## src/rtl/ak4619_tdm_responder_if.sv

```systemverilog
`default_nettype none
// ==========================================================================
// ak4619_tdm_responder_if -- TDM serial pins and parallel sample bus. Rev 1.0
// ==========================================================================
interface ak4619_tdm_responder_if #(
  parameter int W = 16
);
  logic                pdn;
  logic                bick;
  logic                lrck;
  logic                sdin1;
  logic                sdout1;
  logic signed [W-1:0] sample_in0;
  logic signed [W-1:0] sample_in1;
  logic signed [W-1:0] sample_in2;
  logic signed [W-1:0] sample_in3;
  logic signed [W-1:0] sample_out0;
  logic signed [W-1:0] sample_out1;
  logic signed [W-1:0] sample_out2;
  logic signed [W-1:0] sample_out3;
  logic                sample_valid;
  logic                locked;
  logic                frame_err;

  modport master (
    output pdn, bick, lrck, sdin1,
    output sample_in0, sample_in1, sample_in2, sample_in3,
    input  sdout1, sample_out0, sample_out1, sample_out2, sample_out3,
    input  sample_valid, locked, frame_err
  );

  modport slave (
    input  pdn, bick, lrck, sdin1,
    input  sample_in0, sample_in1, sample_in2, sample_in3,
    output sdout1, sample_out0, sample_out1, sample_out2, sample_out3,
    output sample_valid, locked, frame_err
  );
endinterface
`default_nettype wire

```

## src/rtl/ak4619_tdm_responder.sv

```systemverilog
`default_nettype none
// ==========================================================================
// ak4619_tdm_responder -- AK4619 TDM128 slave: 4x32-bit slots in/out. Rev 1.0
// ==========================================================================
module ak4619_tdm_responder #(
  parameter int W = 16
) (
  input  logic                  clk_256fs,
  input  logic                  rst_n,
  ak4619_tdm_responder_if.slave bus
);
  typedef enum logic [0:0] {ST_IDLE = 1'b0, ST_RUN = 1'b1} state_t;

  localparam logic [5:0] C_W    = 6'(W);
  localparam logic [6:0] C_LAST = 7'd127;

  state_t       state_q, state_d;
  logic         bick_s1_q, bick_s2_q, bick_s3_q;
  logic         lrck_s1_q, lrck_s2_q;
  logic         sdin_s1_q, sdin_s2_q;
  logic         lrck_prev_q, lrck_prev_d;
  logic [6:0]   bit_idx_q, bit_idx_d;
  logic [W-1:0] rx_q [4];
  logic [W-1:0] rx_d [4];
  logic [W-1:0] tx_q [4];
  logic [W-1:0] tx_d [4];
  logic [W-1:0] out_q [4];
  logic [W-1:0] out_d [4];
  logic         sdout_q, sdout_d;
  logic         valid_q, valid_d;
  logic         locked_q, locked_d;
  logic         err_q, err_d;

  logic         bick_rise, bick_fall, frame_start, capture;
  logic [6:0]   nxt_idx;
  logic [31:0]  tx_word;

  assign bick_rise   = bick_s2_q & ~bick_s3_q;
  assign bick_fall   = ~bick_s2_q & bick_s3_q;
  assign frame_start = bick_rise & lrck_s2_q & ~lrck_prev_q;
  assign nxt_idx     = bit_idx_q + 7'd1;
  // Sample left-justified in a 32-bit slot, so padding positions read as 0.
  assign tx_word     = 32'(tx_q[nxt_idx[6:5]]) << (32 - W);

  always_comb begin
    state_d     = state_q;
    bit_idx_d   = bit_idx_q;
    lrck_prev_d = bick_rise ? lrck_s2_q : lrck_prev_q;
    rx_d        = rx_q;
    tx_d        = tx_q;
    out_d       = out_q;
    sdout_d     = sdout_q;
    valid_d     = 1'b0;
    err_d       = 1'b0;
    locked_d    = locked_q;
    capture     = 1'b0;

    if (!bus.pdn) begin
      state_d   = ST_IDLE;
      bit_idx_d = '0;
      locked_d  = 1'b0;
      sdout_d   = 1'b0;
      for (int i = 0; i < 4; i++) tx_d[i] = '0;
    end else if (bick_rise) begin
      if (state_q == ST_IDLE) begin
        if (frame_start) begin
          state_d   = ST_RUN;
          bit_idx_d = '0;
          capture   = 1'b1;
        end
      end else if (frame_start) begin
        bit_idx_d = '0;
        capture   = 1'b1;
        if (bit_idx_q == C_LAST) begin
          locked_d = 1'b1;
        end else begin
          err_d    = 1'b1;
          locked_d = 1'b0;
        end
      end else if (bit_idx_q == C_LAST) begin
        err_d     = 1'b1;
        locked_d  = 1'b0;
        state_d   = ST_IDLE;
        bit_idx_d = '0;
        sdout_d   = 1'b0;
      end else begin
        bit_idx_d = nxt_idx;
        capture   = 1'b1;
      end

      if (capture && ({1'b0, bit_idx_d[4:0]} < C_W)) begin
        rx_d[bit_idx_d[6:5]] = {rx_q[bit_idx_d[6:5]][W-2:0], sdin_s2_q};
      end
      if (capture && (bit_idx_d == C_LAST)) begin
        out_d   = rx_d;
        valid_d = 1'b1;
        tx_d[0] = bus.sample_in0;
        tx_d[1] = bus.sample_in1;
        tx_d[2] = bus.sample_in2;
        tx_d[3] = bus.sample_in3;
      end
    end else if (bick_fall) begin
      sdout_d = (state_q == ST_RUN) ? tx_word[5'd31 - nxt_idx[4:0]] : 1'b0;
    end
  end

  always_ff @(posedge clk_256fs or negedge rst_n) begin
    if (!rst_n) begin
      state_q     <= ST_IDLE;
      bick_s1_q   <= 1'b0;
      bick_s2_q   <= 1'b0;
      bick_s3_q   <= 1'b0;
      lrck_s1_q   <= 1'b0;
      lrck_s2_q   <= 1'b0;
      sdin_s1_q   <= 1'b0;
      sdin_s2_q   <= 1'b0;
      // Start as "high" so an lrck already high at reset release is not a frame start.
      lrck_prev_q <= 1'b1;
      bit_idx_q   <= '0;
      sdout_q     <= 1'b0;
      valid_q     <= 1'b0;
      locked_q    <= 1'b0;
      err_q       <= 1'b0;
      for (int i = 0; i < 4; i++) begin
        rx_q[i]  <= '0;
        tx_q[i]  <= '0;
        out_q[i] <= '0;
      end
    end else begin
      state_q     <= state_d;
      bick_s1_q   <= bus.bick;
      bick_s2_q   <= bick_s1_q;
      bick_s3_q   <= bick_s2_q;
      lrck_s1_q   <= bus.lrck;
      lrck_s2_q   <= lrck_s1_q;
      sdin_s1_q   <= bus.sdin1;
      sdin_s2_q   <= sdin_s1_q;
      lrck_prev_q <= lrck_prev_d;
      bit_idx_q   <= bit_idx_d;
      sdout_q     <= sdout_d;
      valid_q     <= valid_d;
      locked_q    <= locked_d;
      err_q       <= err_d;
      rx_q        <= rx_d;
      tx_q        <= tx_d;
      out_q       <= out_d;
    end
  end

  assign bus.sdout1       = sdout_q;
  assign bus.sample_out0  = out_q[0];
  assign bus.sample_out1  = out_q[1];
  assign bus.sample_out2  = out_q[2];
  assign bus.sample_out3  = out_q[3];
  assign bus.sample_valid = valid_q;
  assign bus.locked       = locked_q;
  assign bus.frame_err    = err_q;
endmodule
`default_nettype wire
```

## src/flat_wrapper.sv

```systemverilog
// flat-port wrapper written by rule: the top's interface ports become plain ports
module ak4619_tdm_responder_flat 
#(
  parameter int W = 16
)
  (clk_256fs, rst_n, bus_pdn, bus_bick, bus_lrck, bus_sdin1, bus_sample_in0, bus_sample_in1, bus_sample_in2, bus_sample_in3, bus_sdout1, bus_sample_out0, bus_sample_out1, bus_sample_out2, bus_sample_out3, bus_sample_valid, bus_locked, bus_frame_err);
  ak4619_tdm_responder_if #(.W(W)) bus_i ();
  input  logic clk_256fs;
  input  logic rst_n;
  input wire logic [$bits(bus_i.pdn)-1:0] bus_pdn;
  input wire logic [$bits(bus_i.bick)-1:0] bus_bick;
  input wire logic [$bits(bus_i.lrck)-1:0] bus_lrck;
  input wire logic [$bits(bus_i.sdin1)-1:0] bus_sdin1;
  input wire logic [$bits(bus_i.sample_in0)-1:0] bus_sample_in0;
  input wire logic [$bits(bus_i.sample_in1)-1:0] bus_sample_in1;
  input wire logic [$bits(bus_i.sample_in2)-1:0] bus_sample_in2;
  input wire logic [$bits(bus_i.sample_in3)-1:0] bus_sample_in3;
  output wire logic [$bits(bus_i.sdout1)-1:0] bus_sdout1;
  output wire logic [$bits(bus_i.sample_out0)-1:0] bus_sample_out0;
  output wire logic [$bits(bus_i.sample_out1)-1:0] bus_sample_out1;
  output wire logic [$bits(bus_i.sample_out2)-1:0] bus_sample_out2;
  output wire logic [$bits(bus_i.sample_out3)-1:0] bus_sample_out3;
  output wire logic [$bits(bus_i.sample_valid)-1:0] bus_sample_valid;
  output wire logic [$bits(bus_i.locked)-1:0] bus_locked;
  output wire logic [$bits(bus_i.frame_err)-1:0] bus_frame_err;
  assign bus_i.pdn = bus_pdn;
  assign bus_i.bick = bus_bick;
  assign bus_i.lrck = bus_lrck;
  assign bus_i.sdin1 = bus_sdin1;
  assign bus_i.sample_in0 = bus_sample_in0;
  assign bus_i.sample_in1 = bus_sample_in1;
  assign bus_i.sample_in2 = bus_sample_in2;
  assign bus_i.sample_in3 = bus_sample_in3;
  assign bus_sdout1 = bus_i.sdout1;
  assign bus_sample_out0 = bus_i.sample_out0;
  assign bus_sample_out1 = bus_i.sample_out1;
  assign bus_sample_out2 = bus_i.sample_out2;
  assign bus_sample_out3 = bus_i.sample_out3;
  assign bus_sample_valid = bus_i.sample_valid;
  assign bus_locked = bus_i.locked;
  assign bus_frame_err = bus_i.frame_err;
  ak4619_tdm_responder #(.W(W)) u_core (.clk_256fs(clk_256fs), .rst_n(rst_n), .bus(bus_i));
endmodule
```

## config.mk

```make
export PLATFORM = sky130hd
export DESIGN_NAME = ak4619_tdm_responder_flat
export DESIGN_NICKNAME = d
export VERILOG_FILES = /design/src/rtl/ak4619_tdm_responder_if.sv /design/src/rtl/ak4619_tdm_responder.sv /design/src/flat_wrapper.sv
export SDC_FILE = /design/constraint.sdc
export NUM_CORES = 1
export LEC_CHECK = 0
export ABC_AREA = 1
export CAP_MARGIN = 20
export CORE_UTILIZATION = 35
export DETAILED_ROUTE_END_ITERATION = 8
export GPL_ROUTABILITY_DRIVEN = 0
export GPL_TIMING_DRIVEN = 0
export SETUP_SLACK_MARGIN = 0.1
export SLEW_MARGIN = 10
export SYNTH_ARGS = -nofsm -noshare
export SYNTH_HDL_FRONTEND = slang
export SYNTH_SLANG_ARGS = --single-unit
```

## constraint.sdc

```tcl
create_clock -name clk_256fs -period 2.6 [get_ports clk_256fs]
set_clock_uncertainty 0.05 [all_clocks]
set_input_delay 0.26 -clock clk_256fs [delete_from_list [all_inputs] [get_ports clk_256fs]]
set_output_delay 0.26 -clock clk_256fs [all_outputs]
set_load 0.02 [all_outputs]
```

# Word-level counts from Yosys, hierarchy flattened
# Index checks and enable logic that the tools add are counted.
[totals]
wordCells = 109
register_bits = 212
inputBits = 70
[op_classes]
n_reduce_logical = 8
bitwise_logic = 9
order_cmp = 5
n_eq_ne = 10
muxes = 49
addsub = 2
[ops]
columns = ["cell", "count"]
rows = [
  ["$mux 64", 4],
  ["$bmux 16 s2", 2],
  ["$bwmux 64", 1],
  ["$mux 7", 8],
  ["$mux 16", 3],
  ["$demux 16 s2", 1],
  ["$mux 15", 2],
  ["$mux 1", 27],
  ["$eq 7x7->1 const B", 2],
  ["$add 7x1->7 const B", 1],
  ["$ge 3x3->1 const B", 2],
  ["$lt 5x6->1 const B", 1],
  ["$ne 2x1->1 const B", 3],
  ["$ne 3x1->1 const B", 2],
  ["$ne 3x3->1 const B", 2],
  ["$not 2->3", 2],
  ["$reduce_and 3->1", 2],
  ["$bmux 1 s5", 1],
  ["$lt 5x5->1 const B", 1],
  ["$sub 5x5->5 const A", 1],
  ["$and 1x1->1", 4],
  ["$reduce_and 2->1", 2],
  ["$reduce_and 4->1", 1],
  ["$logic_and 1x1->1", 3],
  ["3 further kinds", 5],
]

# Logic depth before layout (Yosys ltp)
[depth]
word_depth = 15
depth_mapped = 17
ltp_nobuf = 16

# Worst setup path before layout
# OpenSTA, ideal clock, no wires.
[synth_timing]
path_kind = "register to register"
from = "register u_core.bit_idx_q[1]"
to = "register u_core.rx_q[8] (netlist name)"
stages_incl_launch_ff = 15
n_path_buf = 2
setup_slack_ns = 0.240
synth_period_minus_slack_ns = 2.360
required_ns = 2.420
setup_ns = 0.130
arrival_ns = 2.180
cell_sequence = "dfrtp_1 ha_1 nand2_1 nor2_2 nand3_2 inv_1 ha_1 a21oi_1 nand2_1 inv_1 buf_2 buf_1 o21ai_0 nand2_1 o21ai_0"
[synth_via]
elab_chain_cells = 13
word_cells_on_any_way = 26
classes_between = "add/sub (1); order compare (3); eq/ne (1); mux (18); bitwise (1); reduce/logical (2)"
[synth_rtl]
columns = ["element", "line_no", "text"]
rows = [
  ["from (decl)", "ak4619_tdm_responder.sv:22", "logic [6:0] bit_idx_q, bit_idx_d;"],
  ["from (signal assigned)", "ak4619_tdm_responder.sv:139", "bit_idx_q <= bit_idx_d;"],
  ["$add 7x1->7 or $eq 7x7->1 (tied branches)", "ak4619_tdm_responder.sv:41, ak4619_tdm_responder.sv:80", ""],
  ["$mux 7", "ak4619_tdm_responder.sv:80", "end else if (bit_idx_q == C_LAST) begin"],
  ["$mux 7", "ak4619_tdm_responder.sv:71", "end else if (frame_start) begin"],
  ["$mux 7", "ak4619_tdm_responder.sv:65", "if (state_q == ST_IDLE) begin"],
  ["$mux 7", "ak4619_tdm_responder.sv:64", "end else if (bick_rise) begin"],
  ["$mux 7", "ak4619_tdm_responder.sv:58", "if (!bus.pdn) begin"],
  ["$not 2->3 (implied by the code)", "ak4619_tdm_responder.sv:92", "rx_d[bit_idx_d[6:5]] = {rx_q[bit_idx_d[6:5]][W-2:0], sdin_s2_q};"],
  ["$ge 3x3->1 (implied by the code) or $lt 3x1->1 (tied branches)", "ak4619_tdm_responder.sv:92", ""],
  ["$logic_and 1x1->1 (implied by the code)", "ak4619_tdm_responder.sv:92", ""],
  ["$mux 16 (implied by the code)", "ak4619_tdm_responder.sv:92", ""],
  ["$demux 16 s2", "ak4619_tdm_responder.sv:92", ""],
  ["$bwmux 64", "ak4619_tdm_responder.sv:92", ""],
  ["$mux 64 (*)", "ak4619_tdm_responder.sv:91", "if (capture && ({1'b0, bit_idx_d[4:0]} < C_W)) begin"],
  ["to (signal assigned)", "ak4619_tdm_responder.sv:144", "rx_q <= rx_d;"],
  ["to (decl)", "ak4619_tdm_responder.sv:23", "logic [W-1:0] rx_q [4];"],
]
# Every way passes the cells marked *; elsewhere a longest branch is shown, timed or not. The select of a mux whose other input is x is not followed.
# A chain may end at the register's enable or synchronous reset.

# Final worst setup path
[layout_timing]
from = "register u_core.bit_idx_q[1]"
to = "register u_core.out_q (netlist bit u_core.bus.sample_out1[0])"
[layout_via]
elab_chain_cells = 13
word_cells_on_any_way = 26
classes_between = "add/sub (1); order compare (3); eq/ne (2); mux (15); bitwise (1); reduce/logical (4)"
[layout_rtl]
columns = ["element", "line_no", "text"]
rows = [
  ["$add 7x1->7 or $eq 7x7->1 (tied branches)", "ak4619_tdm_responder.sv:41, ak4619_tdm_responder.sv:80", ""],
  ["$mux 7", "ak4619_tdm_responder.sv:80", ""],
  ["$mux 7", "ak4619_tdm_responder.sv:71", ""],
  ["$mux 7", "ak4619_tdm_responder.sv:65", ""],
  ["$mux 7", "ak4619_tdm_responder.sv:64", ""],
  ["$mux 7", "ak4619_tdm_responder.sv:58", ""],
  ["$not 2->3 (implied by the code)", "ak4619_tdm_responder.sv:92", ""],
  ["$ge 3x3->1 (implied by the code) or $lt 3x1->1 (tied branches)", "ak4619_tdm_responder.sv:92", ""],
  ["$logic_and 1x1->1 (implied by the code)", "ak4619_tdm_responder.sv:92", ""],
  ["$mux 16 (implied by the code)", "ak4619_tdm_responder.sv:92", ""],
  ["$demux 16 s2", "ak4619_tdm_responder.sv:92", ""],
  ["$bwmux 64", "ak4619_tdm_responder.sv:92", ""],
  ["$mux 64", "ak4619_tdm_responder.sv:91", ""],
  ["to (signal assigned)", "ak4619_tdm_responder.sv:146", "out_q <= out_d;"],
  ["to (decl)", "ak4619_tdm_responder.sv:27", "logic [W-1:0] out_q [4];"],
]
# Several ways; a longest one is shown, not always the timed one. The select of a mux whose other input is x is not followed.

==> results.cfg <==
[pwr]
ir_drop_v = 0.000476
p_total_mw = 7.93
power.leakage_nw = 7.41
power_density_nw_per_um2 = 559

[floorplan]
coreArea_um2 = 29600
initial_utilization_pct = 35.5
die_h_um = 175
die_width_um = 175
pin_count = 138
rows = 63
dieArea_um2 = 30800

[sta]
fin_crit_sh_pct = 96.0
report.final.hold_viol_count = 0
relSlewSlack_pct = 59.0
worstMarginPinSlew_ns = 0.614
finalSetupViolations = 0
rsz0062_at_grt = yes
finalWorstSetupSlack_ns = 0.104
finalMaxSlewViolations = 0
max_freq_mhz = 401
hold_ws_ns = 0.119
period_needed_ns = 2.50
setup_tns_ns = 0

[synth]
synth.area.top_cells = dfrtp_1, nand2_1, nand3_1
yosysTopAreaCellShare_pct = 50.1
yosys_warnings = 0
ys_seq_area_share_pct = 50.4
synthCells = 1459
syn_area_per_cell_um2 = 7.22
yosysTopAreaCell = dfrtp_1
synth_nets = 1532
synth_cell_types = 30
synth_seq_cells = 212
syn-cell-area_um2 = 10500

[global_routing]
grt.busiest_layer = met2
grt_usage_pct = 20.0
met1_usage_pct = 28.2
first_global_vias = 9560
antenna_found_initial = 0
grt_pass1_wl_mm = 49.9
met3_usage_pct = 2.97
use_met2_pct = 31.7
grt-ovfl-total = 0
grt_start_max_net_pins = 83

[cts]
clkTransAtPathRegs_ns = 0.06
tritoncts = built
clk_latency_ns = 0.54
clock_path_buffers = 3
cts_num_sinks = 212
htreeDepth = 1
cts_made_buffers = 25
cts_root_buffer = clkbuf_16

[worst_setup_path]
cp.required_ns = 3.03
endpoint_kind = flip-flop
timing.rr.end = u_core.bus.sample_out1[0]$_DFFE_PN0P_
setup.worst_path.start_class = flip-flop
cp_max_fo = 7
ff2ff_setup_slack_ns = 0.10
critPathCapture = u_core.bus.sample_out1[0]$_DFFE_PN0P_
path_class = reg2reg
cp-startpoint = u_core.bit_idx_q[1]$_DFFE_PN0P_
reg2reg_from = u_core.bit_idx_q[1]$_DFFE_PN0P_
worst-r2r-cell-count = 15
worst_ep_arrival_time_ns = 2.93

[worst_hold_path]
hold_path.class = in2reg
hold_depth = 1

[flow_run]
cap_violations = 0

[placed_design]
dp.cells = 1988
dp_hpwl_mm = 21.3
place.port_buffers = 137
dpl_worst_slack_ns = -0.460
postPlaceCellArea_um2 = 12500

[status]
status = complete, no violations

[finish]
fin_area_um2 = 14200
fin_cells = 2061
finalNetCount = 1726
fillers = 2946
final_cell_mix = nand2_1, dfrtp_1, nand3_1, clkdlybuf4s50_1, o21ai_0
n_antenna_cell = 0
multi_input_area_um2 = 4950
sequential_cell_area_um2 = 5310
syn_to_final_growth_pct = 34.7
layout_commonest_cell = nand2_1
drive_gt1_share_pct = 12.8
fin_util_pct = 47.9

[route]
ant_nets = 0
drtIter0Drc = 773
wirelength_mm = 31.7
vias_per_cell = 4.92
wl_per_cell_um = 15.4
drtPass1Iterations = 8
route.detailed.drc = 0
route.vias.total = 10100
## per-layer routing
layer,wire length [um],up-vias
met2,14500,329
li1,-,4980
met4,830,0
met5,0,-
met1,14600,4777
met3,1830,56
## cell type report
| cell class | count | area share, % |
|---|---|---|
| clock inverters | 18 | 2.03 |
| inverters | 44 | 1.19 |
| flip-flops and latches | 212 | 37.4 |
| repair buffers | 168 | 12.6 |
| multi-input cells | 1119 | 34.9 |
| well taps | 390 | 3.44 |
| plain buffers | 83 | 3.92 |
| clock buffers | 27 | 4.53 |
## cells by family (layout without fill, tap and decap cells)
logic type	Yosys count	in the layout	synth area share, %
xor+xnor	2	2	0.166
buf+inv	128	340	5.25
flops	212	212	50.4
fa+ha+maj	3	3	0.356
compound gates	112	112	5.86
simple gates	1002	1002	38.0
## power by group
part           total [mW]  switching [mW]  internal, mW
clock                3.98            1.49          2.49
combinational       0.538           0.327         0.210
sequential           3.41          0.0418          3.37
## flip-flops by register name (all words and copies together), names as in the netlist, 7 cells and up
register / flops
u_core.tx_q: 64
u_core.bus.sample_out1: 16
u_core.bus.sample_out0: 16
u_core.bus.sample_out3: 16
u_core.rx_q: 64
u_core.bit_idx_q: 7
u_core.bus.sample_out2: 16
## timing repair
action	4_1_cts	5_1_grt
pin swaps	6	19
hold endpoints to repair	57	0
resized for setup	47	142
cloned	0	6
hold buffers	1	0
setup buffers	10	12
setup endpoints to repair	193	194
## cell usage after synthesis
cell type,n
xor2_1,2
ha_1,3
buf_6,6
clkbuf_1,39
o21ai_1,7
a22oi_1,1
dfstp_2,1
nor3_1,4
buf_2,22
nand2_4,1
o22ai_1,5
nor2_1,14
inv_2,7
o22ai_4,2
a21oi_1,4
nor3b_1,1
a211oi_1,1
nand3_1,140
nand2_1,831
nand2_2,4
nor2_4,2
o21ai_0,90
buf_1,17
a31oi_1,1
nand3b_2,1
o21bai_4,1
dfrtp_1,211
inv_1,37
nand3_2,2
nor2_2,2
## worst min path at each step
stage | startpoint | to | slack [ns]
floorplan | rst_n | u_core.bick_s1_q$_DFF_PN0_ | -0.09
global route | bus_lrck | u_core.lrck_s1_q$_DFF_PN0_ | 0.12
detailed placement | rst_n | u_core.tx_q[43]$_DFFE_PN0P_ | 0.18
global placement | u_core.bick_s1_q$_DFF_PN0_ | u_core.bick_s2_q$_DFF_PN0_ | 0.29
finish | bus_sdin1 | u_core.sdin_s1_q$_DFF_PN0_ | 0.12
CTS | bus_sdin1 | u_core.sdin_s1_q$_DFF_PN0_ | 0.11
## worst max-delay path, stage by stage (launching register included)
cell and delay, ns:
dfrtp_1 0.39, ha_2 0.23, nand2_4 0.07, inv_2 0.07, nand2_2 0.06, xor2_2 0.16, nor2_2 0.18, nand2_2 0.10
nor3_4 0.20, nand3_4 0.11, nor2_4 0.18, buf_12 0.17, buf_12 0.16, buf_12 0.15, nand2_2 0.07, nand2_1 0.08
No activity file was read; power rests on OpenSTA's default activity.
